==> config.mk <==
export PLATFORM = sky130hd
export DESIGN_NAME = debug_ctrl
export DESIGN_NICKNAME = d
export VERILOG_FILES = /design/src/rtl/debug_ctrl.sv
export SDC_FILE = /design/constraint.sdc
export NUM_CORES = 1
export LEC_CHECK = 0
export ABC_AREA = 0
export BUFFER_PORTS_ARGS = -buffer_cell sky130_fd_sc_hd__buf_2
export CAP_MARGIN = 25
export CORE_MARGIN = 2
export CORE_UTILIZATION = 59
export CTS_CLUSTER_DIAMETER = 120
export DETAILED_ROUTE_END_ITERATION = 16
export PLACE_DENSITY = 0.93
export SLEW_MARGIN = 0
export SYNTH_ARGS = -nofsm -noshare
export SYNTH_HDL_FRONTEND = slang
export SYNTH_SLANG_ARGS = --single-unit
export TNS_END_PERCENT = 1
==> constraint.sdc <==
create_clock -name i_clock -period 6.7 [get_ports i_clock]
set_input_delay 0.335 -clock i_clock [delete_from_list [all_inputs] [get_ports i_clock]]
set_output_delay 0.335 -clock i_clock [all_outputs]
set_load 0.02 [all_outputs]
==> src/rtl/debug_ctrl.sv <==
// debug_ctrl: UART-driven program loader, run/step control and PC/register/memory dump for the MIPS pipeline.
// Optional feature: define DEBUG_CYCLE_COUNT_EN to append a 32-bit run/step cycle count after the memory dump.
module debug_ctrl #(
    parameter int DATA_WIDTH = 32,
    parameter int BYTE_WIDTH = 8,
    parameter int NUM_REGS   = 32,
    parameter int MEM_WORDS  = 32,
    parameter int MAX_INSTR  = 256
) (
    input  logic                        i_clock,
    input  logic                        i_reset,
    input  logic                        i_rx_valid,
    input  logic [BYTE_WIDTH-1:0]       i_rx_data,
    output logic                        o_tx_valid,
    output logic [BYTE_WIDTH-1:0]       o_tx_data,
    input  logic                        i_tx_ready,
    input  logic                        i_finish,
    input  logic [DATA_WIDTH-1:0]       i_pc,
    input  logic [DATA_WIDTH-1:0]       i_reg,
    input  logic [DATA_WIDTH-1:0]       i_mem,
    output logic [$clog2(NUM_REGS)-1:0] o_reg_addr,
    output logic [DATA_WIDTH-1:0]       o_mem_addr,
    output logic [DATA_WIDTH-1:0]       o_instruccion,
    output logic [DATA_WIDTH-1:0]       o_address,
    output logic                        o_loading,
    output logic                        o_start,
    output logic                        o_step,
    output logic                        o_busy
);
    localparam int RW = $clog2(NUM_REGS);
    localparam int BPW = DATA_WIDTH / BYTE_WIDTH;
    localparam logic [15:0] LIM_W = 16'(BPW - 1);
    localparam logic [BYTE_WIDTH-1:0] CMD_L = 'h4C;
    localparam logic [BYTE_WIDTH-1:0] CMD_R = 'h52;
    localparam logic [BYTE_WIDTH-1:0] CMD_S = 'h53;
`ifdef DEBUG_CYCLE_COUNT_EN
    localparam logic [15:0] LIM_C = 16'(32 / BYTE_WIDTH - 1);
`endif

    typedef enum logic [3:0] {
        IDLE, LOAD_LEN, LOAD_DATA, RUN, STEP, DUMP_PC, DUMP_REG, DUMP_MEM
`ifdef DEBUG_CYCLE_COUNT_EN
        , DUMP_CNT
`endif
    } state_t;

    state_t                  state_q, state_d;
    logic [2*BYTE_WIDTH-1:0] len_q, len_d, len_new;
    logic [31:0]             cnt_q, cnt_d;
    logic [15:0]             bcnt_q, bcnt_d, lim;
    logic [DATA_WIDTH-1:0]   sh_q, sh_d, rx_word, src;
    logic                    full_q, full_d;
    logic                    loading_q, loading_d;
    logic [DATA_WIDTH-1:0]   instr_q, instr_d, addr_q, addr_d, mem_addr_q, mem_addr_d;
    logic [RW-1:0]           reg_addr_q, reg_addr_d;
    logic                    load_word, word_done, sect_done;
`ifdef DEBUG_CYCLE_COUNT_EN
    logic [31:0]             cyc_q, cyc_d;
`endif

    // Shared decode: byte assembly, word/section completion of the dump and the word capture source
    always_comb begin
        rx_word   = (sh_q >> BYTE_WIDTH) | (DATA_WIDTH'(i_rx_data) << (DATA_WIDTH - BYTE_WIDTH));
        len_new   = {i_rx_data, len_q[2*BYTE_WIDTH-1:BYTE_WIDTH]};
        load_word = state_q == LOAD_DATA && i_rx_valid && bcnt_q == LIM_W;
`ifdef DEBUG_CYCLE_COUNT_EN
        lim       = state_q == DUMP_CNT ? LIM_C : LIM_W;
        word_done = full_q && i_tx_ready && bcnt_q == lim;
        sect_done = word_done && (state_q == DUMP_PC || state_q == DUMP_CNT
                    || (state_q == DUMP_REG && cnt_q == 32'(NUM_REGS - 1))
                    || (state_q == DUMP_MEM && cnt_q == 32'(MEM_WORDS - 1)));
        src       = state_q == DUMP_PC ? i_pc : state_q == DUMP_REG ? i_reg
                    : state_q == DUMP_MEM ? i_mem : DATA_WIDTH'(cyc_q);
`else
        lim       = LIM_W;
        word_done = full_q && i_tx_ready && bcnt_q == lim;
        sect_done = word_done && (state_q == DUMP_PC
                    || (state_q == DUMP_REG && cnt_q == 32'(NUM_REGS - 1))
                    || (state_q == DUMP_MEM && cnt_q == 32'(MEM_WORDS - 1)));
        src       = state_q == DUMP_PC ? i_pc : state_q == DUMP_REG ? i_reg : i_mem;
`endif
    end

    // State register
    always_ff @(posedge i_clock or negedge i_reset) begin
        if (!i_reset) state_q <= IDLE;
        else          state_q <= state_d;
    end

    // Next-state logic: commands in IDLE, framed load, run/step, then the dump sections in order
    always_comb begin
        state_d = state_q;
        case (state_q)
            IDLE:      if (i_rx_valid) state_d = i_rx_data == CMD_L ? LOAD_LEN : i_rx_data == CMD_R ? RUN
                                                 : i_rx_data == CMD_S ? STEP : IDLE;
            LOAD_LEN:  if (i_rx_valid && bcnt_q == 16'd1) state_d = len_new == '0 ? IDLE : LOAD_DATA;
            LOAD_DATA: if (load_word && cnt_q + 32'd1 == 32'(len_q)) state_d = IDLE;
            RUN:       if (i_finish) state_d = DUMP_PC;
            STEP:      state_d = DUMP_PC;
            DUMP_PC:   if (sect_done) state_d = DUMP_REG;
            DUMP_REG:  if (sect_done) state_d = DUMP_MEM;
`ifdef DEBUG_CYCLE_COUNT_EN
            DUMP_MEM:  if (sect_done) state_d = DUMP_CNT;
            DUMP_CNT:  if (sect_done) state_d = IDLE;
`else
            DUMP_MEM:  if (sect_done) state_d = IDLE;
`endif
            default:   state_d = IDLE;
        endcase
    end

    // Output logic decoded from the current state
    always_comb begin
        o_start    = state_q == RUN;
        o_step     = state_q == STEP;
        o_busy     = state_q != IDLE;
        o_tx_valid = full_q;
        o_tx_data  = sh_q[BYTE_WIDTH-1:0];
    end

    // Datapath: load assembly/strobe, dump capture and shift-out, read address sequencing
    always_comb begin
        len_d      = len_q;
        cnt_d      = cnt_q;
        bcnt_d     = bcnt_q;
        sh_d       = sh_q;
        full_d     = full_q;
        loading_d  = 1'b0;
        instr_d    = instr_q;
        addr_d     = addr_q;
        reg_addr_d = reg_addr_q;
        mem_addr_d = mem_addr_q;
        case (state_q)
            IDLE: begin
                cnt_d      = '0;
                bcnt_d     = '0;
                reg_addr_d = '0;
                mem_addr_d = '0;
            end
            LOAD_LEN: if (i_rx_valid) begin
                len_d  = len_new;
                bcnt_d = bcnt_q == 16'd1 ? 16'd0 : 16'd1;
            end
            LOAD_DATA: if (i_rx_valid) begin
                sh_d   = rx_word;
                bcnt_d = load_word ? 16'd0 : bcnt_q + 16'd1;
                if (load_word) begin
                    cnt_d = cnt_q + 32'd1;
                    // words beyond the instruction memory are consumed without a write strobe
                    if (cnt_q < 32'(MAX_INSTR)) begin
                        loading_d = 1'b1;
                        instr_d   = rx_word;
                        addr_d    = DATA_WIDTH'(cnt_q << 2);
                    end
                end
            end
            RUN, STEP: ;
            default: begin
                if (!full_q) begin
                    // capture cycle; advance the read address so the next word is ready a cycle early
                    sh_d   = src;
                    full_d = 1'b1;
                    bcnt_d = '0;
                    if (state_q == DUMP_REG) reg_addr_d = RW'(cnt_q + 32'd1);
                    if (state_q == DUMP_MEM) mem_addr_d = DATA_WIDTH'((cnt_q + 32'd1) << 2);
                end else if (i_tx_ready) begin
                    sh_d   = sh_q >> BYTE_WIDTH;
                    bcnt_d = bcnt_q + 16'd1;
                    if (word_done) begin
                        full_d = 1'b0;
                        cnt_d  = sect_done ? 32'd0 : cnt_q + 32'd1;
                    end
                end
            end
        endcase
`ifdef DEBUG_CYCLE_COUNT_EN
        cyc_d = (o_start || o_step) && cyc_q != '1 ? cyc_q + 32'd1 : cyc_q;
        if (state_q == IDLE && i_rx_valid && (i_rx_data == CMD_R || i_rx_data == CMD_S)) cyc_d = '0;
`endif
    end

    // Datapath registers
    always_ff @(posedge i_clock or negedge i_reset) begin
        if (!i_reset) begin
            len_q      <= '0;
            cnt_q      <= '0;
            bcnt_q     <= '0;
            sh_q       <= '0;
            full_q     <= 1'b0;
            loading_q  <= 1'b0;
            instr_q    <= '0;
            addr_q     <= '0;
            reg_addr_q <= '0;
            mem_addr_q <= '0;
`ifdef DEBUG_CYCLE_COUNT_EN
            cyc_q      <= '0;
`endif
        end else begin
            len_q      <= len_d;
            cnt_q      <= cnt_d;
            bcnt_q     <= bcnt_d;
            sh_q       <= sh_d;
            full_q     <= full_d;
            loading_q  <= loading_d;
            instr_q    <= instr_d;
            addr_q     <= addr_d;
            reg_addr_q <= reg_addr_d;
            mem_addr_q <= mem_addr_d;
`ifdef DEBUG_CYCLE_COUNT_EN
            cyc_q      <= cyc_d;
`endif
        end
    end

    assign o_loading     = loading_q;
    assign o_instruccion = instr_q;
    assign o_address     = addr_q;
    assign o_reg_addr    = reg_addr_q;
    assign o_mem_addr    = mem_addr_q;
endmodule

* Yosys cells after proc, flatten, opt, wreduce, memory -nomap -nowiden *
Index checks and enable logic that the tools add are counted.
W data, S select, Z words.

storage, ports and cells
  bits in registers = 201
  word-level logic and storage cells = 123

cells by class
  $add $sub $neg = 2
  $lt $le $gt $ge = 1
  eq/ne operators = 27
  multiplexer cells = 45
  bitwise gates (word level) = 5
  reduce and logical (&&, ||, !) cells = 32

operators with widths
  cell                     number
  $mux W32                 13
  $pmux W32 S2             2
  $pmux W32 S3             1
  $mux W16                 5
  $pmux W16 S4             1
  $add A32 B1 Y32 const B  1
  $eq A32 B16 Y1           1
  $eq A32 B5 Y1 const B    1
  $lt A32 B9 Y1 const B    1
  $or A24 B32 Y32          1
  $pmux W4 S8              1
  $mux W4                  7
  $eq A8 B7 Y1 const B     3
  $ne A2 B2 Y1 const B     9
  $add A16 B1 Y16 const B  1
  $eq A16 B1 Y1 const B    1
  $eq A16 B2 Y1 const B    1
  $eq A4 B3 Y1 const B     4
  $logic_not A16 Y1        1
  $mux W5                  2
  $pmux W5 S2              1
  $logic_and A1 B1 Y1      9
  $mux W3                  3
  $reduce_and A3 Y1        3
  other kinds (21)         39

* Depth between registers and ports, before layout *
Gate-level depths: netlist of run 1.

  depth in word-level cells = 10
  mapped depth = 11

* Worst setup path after synthesis of run 1 *
Ideal clock, no wire load.

  path type = reg-to-reg
  start = reg cnt_q[1]
  end = reg state_q[1]
  data arrival time = 2.880 ns
  slack = 3.702 ns
  cell stages (with the launch flop) = 10
  buffers on the path = 1
  clock period less this slack = 2.998 ns
  cells stage by stage = dfrtp_1 -> ha_1 -> nand4_2 -> or4_4 -> buf_6 -> o31a_1 -> nor4b_2 -> nand4_1 -> or4b_1 -> a21o_1

on the way
  longest elaborated chain between the ends = 7
  elaborated cells on any way between the ends = 14
  those cells by class = add/sub: 1; eq/ne: 6; reduce/logical: 7

RTL lines
  item                                                     line  RTL
  start, declared                                          49    logic [31:0] cnt_q, cnt_d;
  start signal, assigned                                   200   cnt_q <= cnt_d;
  branches (longest 6 deep; another with $add A32 B1 Y32)  -
  $reduce_and A7 Y1 (no source line) *                     -
  end signal, assigned                                     87    else state_q <= state_d;
  end, declared                                            47    state_t state_q, state_d;

Mark *: on every way between the ends.
A chain may end at the register's enable or synchronous reset.

* Worst setup path in the final report of run 1 *
  start = reg cnt_q[4]
  end = reg state_q[1]

Same word-level chain as after synthesis.

==> metrics.txt, run 1 <==
cts bufs inserted 17; overall track demand over capacity in global routing between 30% and 40%; total number of vias 9097; total overflow reported by the global router 0; sequential element share of the synthesized area 47.6%; number of levels the H-tree was split into 4; most frequent cells in the layout sky130_fd_sc_hd__buf_2 (218), sky130_fd_sc_hd__dfrtp_1 (198), sky130_fd_sc_hd__nor2_1 (113); run status finished, final reports clean; worst IR drop on VDD around 0.00024 V; Worst Tran Pin Value 1.05 ns; cell area after placement 0.0115 mm2; Detail Placement HPWL 20500 um; remaining design rule violation count 0; final-report max-slew violation count 0; master cell of the clock root buffer sky130_fd_sc_hd__clkbuf_16; Design Area, Final 0.0122 mm2; I/O pin count 223; source-to-sink clock delay at the later pin of the worst-skew pair around 0.43 ns; Die Y-Extent approximately 140 um; clock transition time at the flip-flop clock pins of the worst setup and hold paths 0.07 ns; number of global-route vias before repair 8544; Simple-Gate Fraction of Synth Area 18.0%; nets about 1300; number of filler instances in the final layout 1250; dominant combinational cell family by area after synthesis simple AND/OR/NAND/NOR gates; area inside the core boundary 0.0173 mm2; asr flop ratio synth 100%; setup repair after global routing missed its margin false; combined area of all synthesized cells between 0.01 and 0.015 mm2; PwrDens 353 mW/mm2; post-route setup TNS 0 ns; mux contribution to synthesized area 9.33%; area fraction in compound gates after synthesis 15.5%; Sequential Area 0.00495 mm2; number of standard-cell rows in the floorplan 48; TritonCTS sink count 198; ratio of cells with drive above 1 in the final layout 28.2%; cell count of the worst reg-to-reg path 7; data required time at the worst endpoint 7.02 ns; die width 137 um; Reg2Reg Capture Point state_q[1]; Final Non-Filler Cells approximately 1500; Final Hold Violating Endpoints 0; Slew HR 29.9%; ANT cells 0; I/O Buffers 218; Final WS setup 3.13 ns; startpoint of the lowest-slack hold path i_rx_data[7]; EDFF count, synth 0; maxcap violations 0; weighted congestion reported at the end of routability-driven placement roughly 0.96; area share of xor/xnor cells in the synthesized design about 4.0%; slack of the worst reg-to-reg path 3.13 ns; final critical path time including I/O delays and setup 3.57 ns; Syn-to-layout area delta 16.8%; post-DR vias/cell 6.18; area used by multi-input combinational logic between 0.004 and 0.005 mm2; Placement Setup Slack 3.18 ns; critical path class reg -> reg; Die Area 0.0187 mm2; leak pwr 5.79 nW; setup bufs post-CTS 0; CTS tree done; hold-critical path depth 2; gate count of the mapped netlist approximately 1100; initial antenna violation count 0; detailed-router iteration count before antenna repair 5; dominant register cell in the synthesized netlist sky130_fd_sc_hd__dfrtp_1; maximum buffer depth of the clock tree 2; Detail Route Antenna Nets 0; global-route wire length before repair around 46000 um; launch point of the worst reg-to-reg path cnt_q[4]; warning count from the yosys run 0; maximum net fanout on the critical path 16; Worst Hold Class in -> reg; Synth Area in Adders 0.457%; Critical Path AT 3.89 ns; synthesized area divided by synthesized cell count 9.81 um2; crit end category flop; routed wire length 29200 um; largest clock skew in the final design 0.00769 ns; final setup fails 0; endpoint of the worst hold-timing path o_instruccion[31]; initial core utilization 60.2%; element type at the critical path start flop; share of the clock period used by the worst path after layout 53.3%; drt first-iter violations 784; most common cell after layout, fill and taps aside sky130_fd_sc_hd__buf_2; number of storage elements in the synthesis netlist 198; maximum number of pins on one net before global-route repair 75; post-synth cell types 79; maximum operating frequency around 280 MHz; worst hold slack after final layout 0.234 ns; wire length per cell 19.8 um; total instance count after detailed placement between 1000 and 1500
-- cell type report --
cell class / instances / share of cell area [%]
Multi-Input combinational cell: 762 / 40.8
Sequential cell: 198 / 40.8
Timing Repair Buffer: 235 / 10.3
Tap cell: 225 / 2.32
Clock buffer: 18 / 3.61
Clock inverter: 14 / 1.59
Inverter: 21 / 0.648
-- synthesized netlist by cell type, types with 7 or more instances --
cell type	number	area share, %
sky130_fd_sc_hd__nand2_1	67	2.4
sky130_fd_sc_hd__a211oi_1	39	2.8
sky130_fd_sc_hd__a21oi_1	87	4.2
sky130_fd_sc_hd__mux2i_1	34	3.3
sky130_fd_sc_hd__nor4_1	26	1.6
sky130_fd_sc_hd__mux2_2	55	6.0
sky130_fd_sc_hd__inv_1	21	0.76
sky130_fd_sc_hd__xnor2_1	33	2.8
sky130_fd_sc_hd__and2_1	7	0.42
sky130_fd_sc_hd__o21ai_0	71	3.4
sky130_fd_sc_hd__nand4_1	18	1.1
sky130_fd_sc_hd__dfrtp_1	198	48
sky130_fd_sc_hd__or4_1	7	0.50
sky130_fd_sc_hd__nor2_1	113	4.1
sky130_fd_sc_hd__buf_6	9	0.97
sky130_fd_sc_hd__nand3_1	26	1.3
sky130_fd_sc_hd__a22o_1	10	0.84
sky130_fd_sc_hd__clkbuf_1	47	1.7
sky130_fd_sc_hd__xor2_1	14	1.2
sky130_fd_sc_hd__nor3_1	13	0.63
sky130_fd_sc_hd__nor2b_1	25	1.5
sky130_fd_sc_hd__buf_1	11	0.40
sky130_fd_sc_hd__or3_1	9	0.54
-- how the worst max path moves through the flow --
stage	end	slack, ns	cells after the start	from
CTS	state_q[1]	3.17	7	cnt_q[4]
global route	state_q[1]	2.95	7	cnt_q[4]
global placement	state_q[1]	3.34	7	cnt_q[4]
detailed placement	state_q[1]	3.18	7	cnt_q[4]
floorplan	state_q[1]	3.70	9	cnt_q[1]
finish	state_q[1]	3.13	7	cnt_q[4]
-- power breakdown --
group	switching [W]	leakage [nW]	internal (W)
combinational	0.000880	2.87	0.000563
sequential	0.000286	2.62	0.00147
clock	0.000478	0.309	0.000611
total	0.00164	5.79	0.00264
-- kinds of logic (layout without fill, tap and decap cells) --
kind of cell	Yosys count	count (layout)
AND/OR/NAND/NOR	357	357
AO/OA/AOI/OAI	260	260
flip-flops	198	198
buffers and inverters	104	288
multiplexers	90	90
XOR/XNOR	47	47
adder cells (fa/ha/maj)	4	4
other	1	4
-- critical path, cell delays in order (launching register included) --
cell	delay (ns)
sky130_fd_sc_hd__dfrtp_1	0.62
sky130_fd_sc_hd__nand3_2	0.27
sky130_fd_sc_hd__or4_1	0.88
sky130_fd_sc_hd__nor4_1	0.57
sky130_fd_sc_hd__xnor2_1	0.22
sky130_fd_sc_hd__o2111ai_1	0.14
sky130_fd_sc_hd__or4b_1	0.57
sky130_fd_sc_hd__a21o_1	0.20
-- per-layer routing --
metal / vias to the layer above / track usage, % / share of wire [%]
li1: 4132 / - / -
met1: 4424 / 43.0 / 41
met2: 467 / 50.2 / 49
met3: 74 / 5.63 / 7.6
met4: 0 / 12.4 / 2.8
met5: - / 0 / 0
-- state kept, by name, indices dropped and copies added, names as in the netlist --
signal,flops
sh_q,32
state_q,3
o_address,30
cnt_q,32
o_instruccion,32
o_mem_addr,30
o_tx_valid,1
o_loading,1
bcnt_q,16
len_q,16
o_reg_addr,5
-- through the flow --
step | util [%] | total power, W
6_report | 70.3 | 0.00429
2_1_floorplan | - | 0.00268
5_1_grt | 70.3 | 0.00449
4_1_cts | 70.2 | 0.00428
3_3_place_gp | 66.3 | 0.00310
3_5_place_dp | 66.5 | 0.00317
-- timing repair --
| action | 4_1_cts | 5_1_grt |
|---|---|---|
| hold endpoints to repair | 71 | 0 |
| gates resized for setup | 0 | 0 |
| hold buffers | 1 | 0 |
(Power assumes the default switching activity.)
==> run 2, diff against run 1 <==
--- a/config.mk
+++ b/config.mk
@@ -9,10 +9,10 @@
 export BUFFER_PORTS_ARGS = -buffer_cell sky130_fd_sc_hd__buf_2
 export CAP_MARGIN = 25
 export CORE_MARGIN = 2
-export CORE_UTILIZATION = 59
+export CORE_UTILIZATION = 55
 export CTS_CLUSTER_DIAMETER = 120
 export DETAILED_ROUTE_END_ITERATION = 16
-export PLACE_DENSITY = 0.93
+export PLACE_DENSITY = 0.88
 export SLEW_MARGIN = 0
 export SYNTH_ARGS = -nofsm -noshare
 export SYNTH_HDL_FRONTEND = slang
==> constraint.sdc (replaced) <==
create_clock -name i_clock -period 3.5 [get_ports i_clock]
set_input_delay 0.175 -clock i_clock [delete_from_list [all_inputs] [get_ports i_clock]]
set_output_delay 0.175 -clock i_clock [all_outputs]
set_load 0.02 [all_outputs]
==> metrics.txt, run 2 (synthesis results as in run 1) <==
run status finished, final reports clean; Die Area approximately 0.02 mm2; I/O Buffers 218; global-route wire length before repair 45700 um; maximum net fanout on the critical path 13; area inside the core boundary 0.0186 mm2; initial antenna violation count 0; ratio of cells with drive above 1 in the final layout 29.4%; clock transition time at the flip-flop clock pins of the worst setup and hold paths approximately 0.080 ns; number of standard-cell rows in the floorplan 50; Design Area, Final approximately 0.012 mm2; source-to-sink clock delay at the later pin of the worst-skew pair roughly 0.45 ns; setup repair after global routing missed its margin false; setup bufs post-CTS 0; nets 1370; Detail Route Antenna Nets 0; Slew HR 50.3%; critical path class reg -> reg; Sequential Area roughly 0.0050 mm2; die width approximately 140 um; Detail Placement HPWL 21000 um; TritonCTS sink count 198; Placement Setup Slack 0.239 ns; remaining design rule violation count 0; maxcap violations 0; element type at the critical path start flop; Critical Path AT ~3.6 ns; number of levels the H-tree was split into 4; ANT cells 0; total number of vias 9043; cell area after placement 0.0117 mm2; wire length per cell 19.2 um; routed wire length 28900 um; drt first-iter violations 685; startpoint of the lowest-slack hold path i_rx_data[3]; total overflow reported by the global router 0; detailed-router iteration count before antenna repair 5; Final WS setup 0.225 ns; I/O pin count around 220; slack of the worst reg-to-reg path 0.23 ns; CTS tree done; Reg2Reg Capture Point state_q[1]; maximum operating frequency between 300 and 400 MHz; weighted congestion reported at the end of routability-driven placement between 0.9 and 1; master cell of the clock root buffer sky130_fd_sc_hd__clkbuf_16; crit end category flop; area used by multi-input combinational logic 0.00496 mm2; share of the clock period used by the worst path after layout 93.6%; number of global-route vias before repair 8639; largest clock skew in the final design 0.0181 ns; final-report max-slew violation count 0; post-route setup TNS 0 ns; final setup fails 0; endpoint of the worst hold-timing path len_q[11]; cell count of the worst reg-to-reg path 8; Worst Hold Class in -> reg; Worst Tran Pin Value about 0.74 ns; Final Hold Violating Endpoints 0; cts bufs inserted 17; worst hold slack after final layout 0.0445 ns; overall track demand over capacity in global routing between 20% and 30%; launch point of the worst reg-to-reg path cnt_q[1]; PwrDens roughly 660 mW/mm2; most frequent cells in the layout sky130_fd_sc_hd__buf_2 (217), sky130_fd_sc_hd__dfrtp_1 (197), sky130_fd_sc_hd__nor2_1 (113); hold-critical path depth 3; final critical path time including I/O delays and setup 3.27 ns; number of filler instances in the final layout 1451; maximum buffer depth of the clock tree 2; leak pwr 5.89 nW; data required time at the worst endpoint about 3.8 ns; Util after Layout 66.1%; worst IR drop on VDD approximately 0.00045 V; maximum number of pins on one net before global-route repair 66; Syn-to-layout area delta 18.4%; post-DR vias/cell 6.01; initial core utilization 55.8%; most common cell after layout, fill and taps aside sky130_fd_sc_hd__buf_2; Die Y-Extent 142 um
-- run 2: how the worst max path moves through the flow --
stage                  start          to  depth (start not counted)
global route        cnt_q[1]  state_q[1]                          8
global placement    cnt_q[0]  state_q[1]                          8
detailed placement  cnt_q[0]  state_q[1]                          8
finish              cnt_q[1]  state_q[1]                          8
CTS                 cnt_q[0]  state_q[1]                          8
floorplan           cnt_q[1]  state_q[1]                          9
-- run 2: through the flow --
step	power, W	std cells
2_1_floorplan	0.00512	1064
3_3_place_gp	0.00600	1471
3_5_place_dp	0.00612	1472
4_1_cts	0.00809	1504
5_1_grt	0.00849	1504
6_report	0.00809	1504
-- run 2: layout make-up --
| type | count | area share [%] |
|---|---|---|
| Tap cell | 234 | 2.38 |
| Clock inverter | 14 | 1.33 |
| Multi-Input combinational cell | 762 | 40.2 |
| Inverter | 21 | 0.640 |
| Sequential cell | 198 | 40.2 |
| Clock buffer | 17 | 3.45 |
| Timing Repair Buffer | 258 | 11.7 |
-- run 2: repair_timing --
action	in CTS	in global routing
hold buffers	1	0
resized for setup	0	1
endpoints found under the setup margin	0	1
hold endpoints to repair	56	0
-- run 2: critical path: stages (launching register included) --
cell                       delay (ns)
sky130_fd_sc_hd__dfrtp_1         0.46
sky130_fd_sc_hd__ha_1            0.30
sky130_fd_sc_hd__nand4_2         0.21
sky130_fd_sc_hd__or4_4           0.68
sky130_fd_sc_hd__o21a_2          0.25
sky130_fd_sc_hd__a2111o_1        0.29
sky130_fd_sc_hd__nor4_1          0.27
sky130_fd_sc_hd__or4b_1          0.51
sky130_fd_sc_hd__a21o_1          0.20
-- run 2: metal layers --
metal	vias up	wire length, um	global-route usage [%]
met4	0	914	11.6
met3	66	2220	5.20
met2	393	13800	46.8
li1	4196	-	-
met1	4388	12000	39.3
met5	-	0	0
-- run 2: where the power goes --
| group | total (W) | internal (W) | switching (W) |
|---|---|---|---|
| clock | 0.00196 | 0.00101 | 0.000942 |
| sequential | 0.00333 | 0.00281 | 0.000513 |
| combinational | 0.00281 | 0.00113 | 0.00167 |
| total | 0.00809 | 0.00496 | 0.00313 |
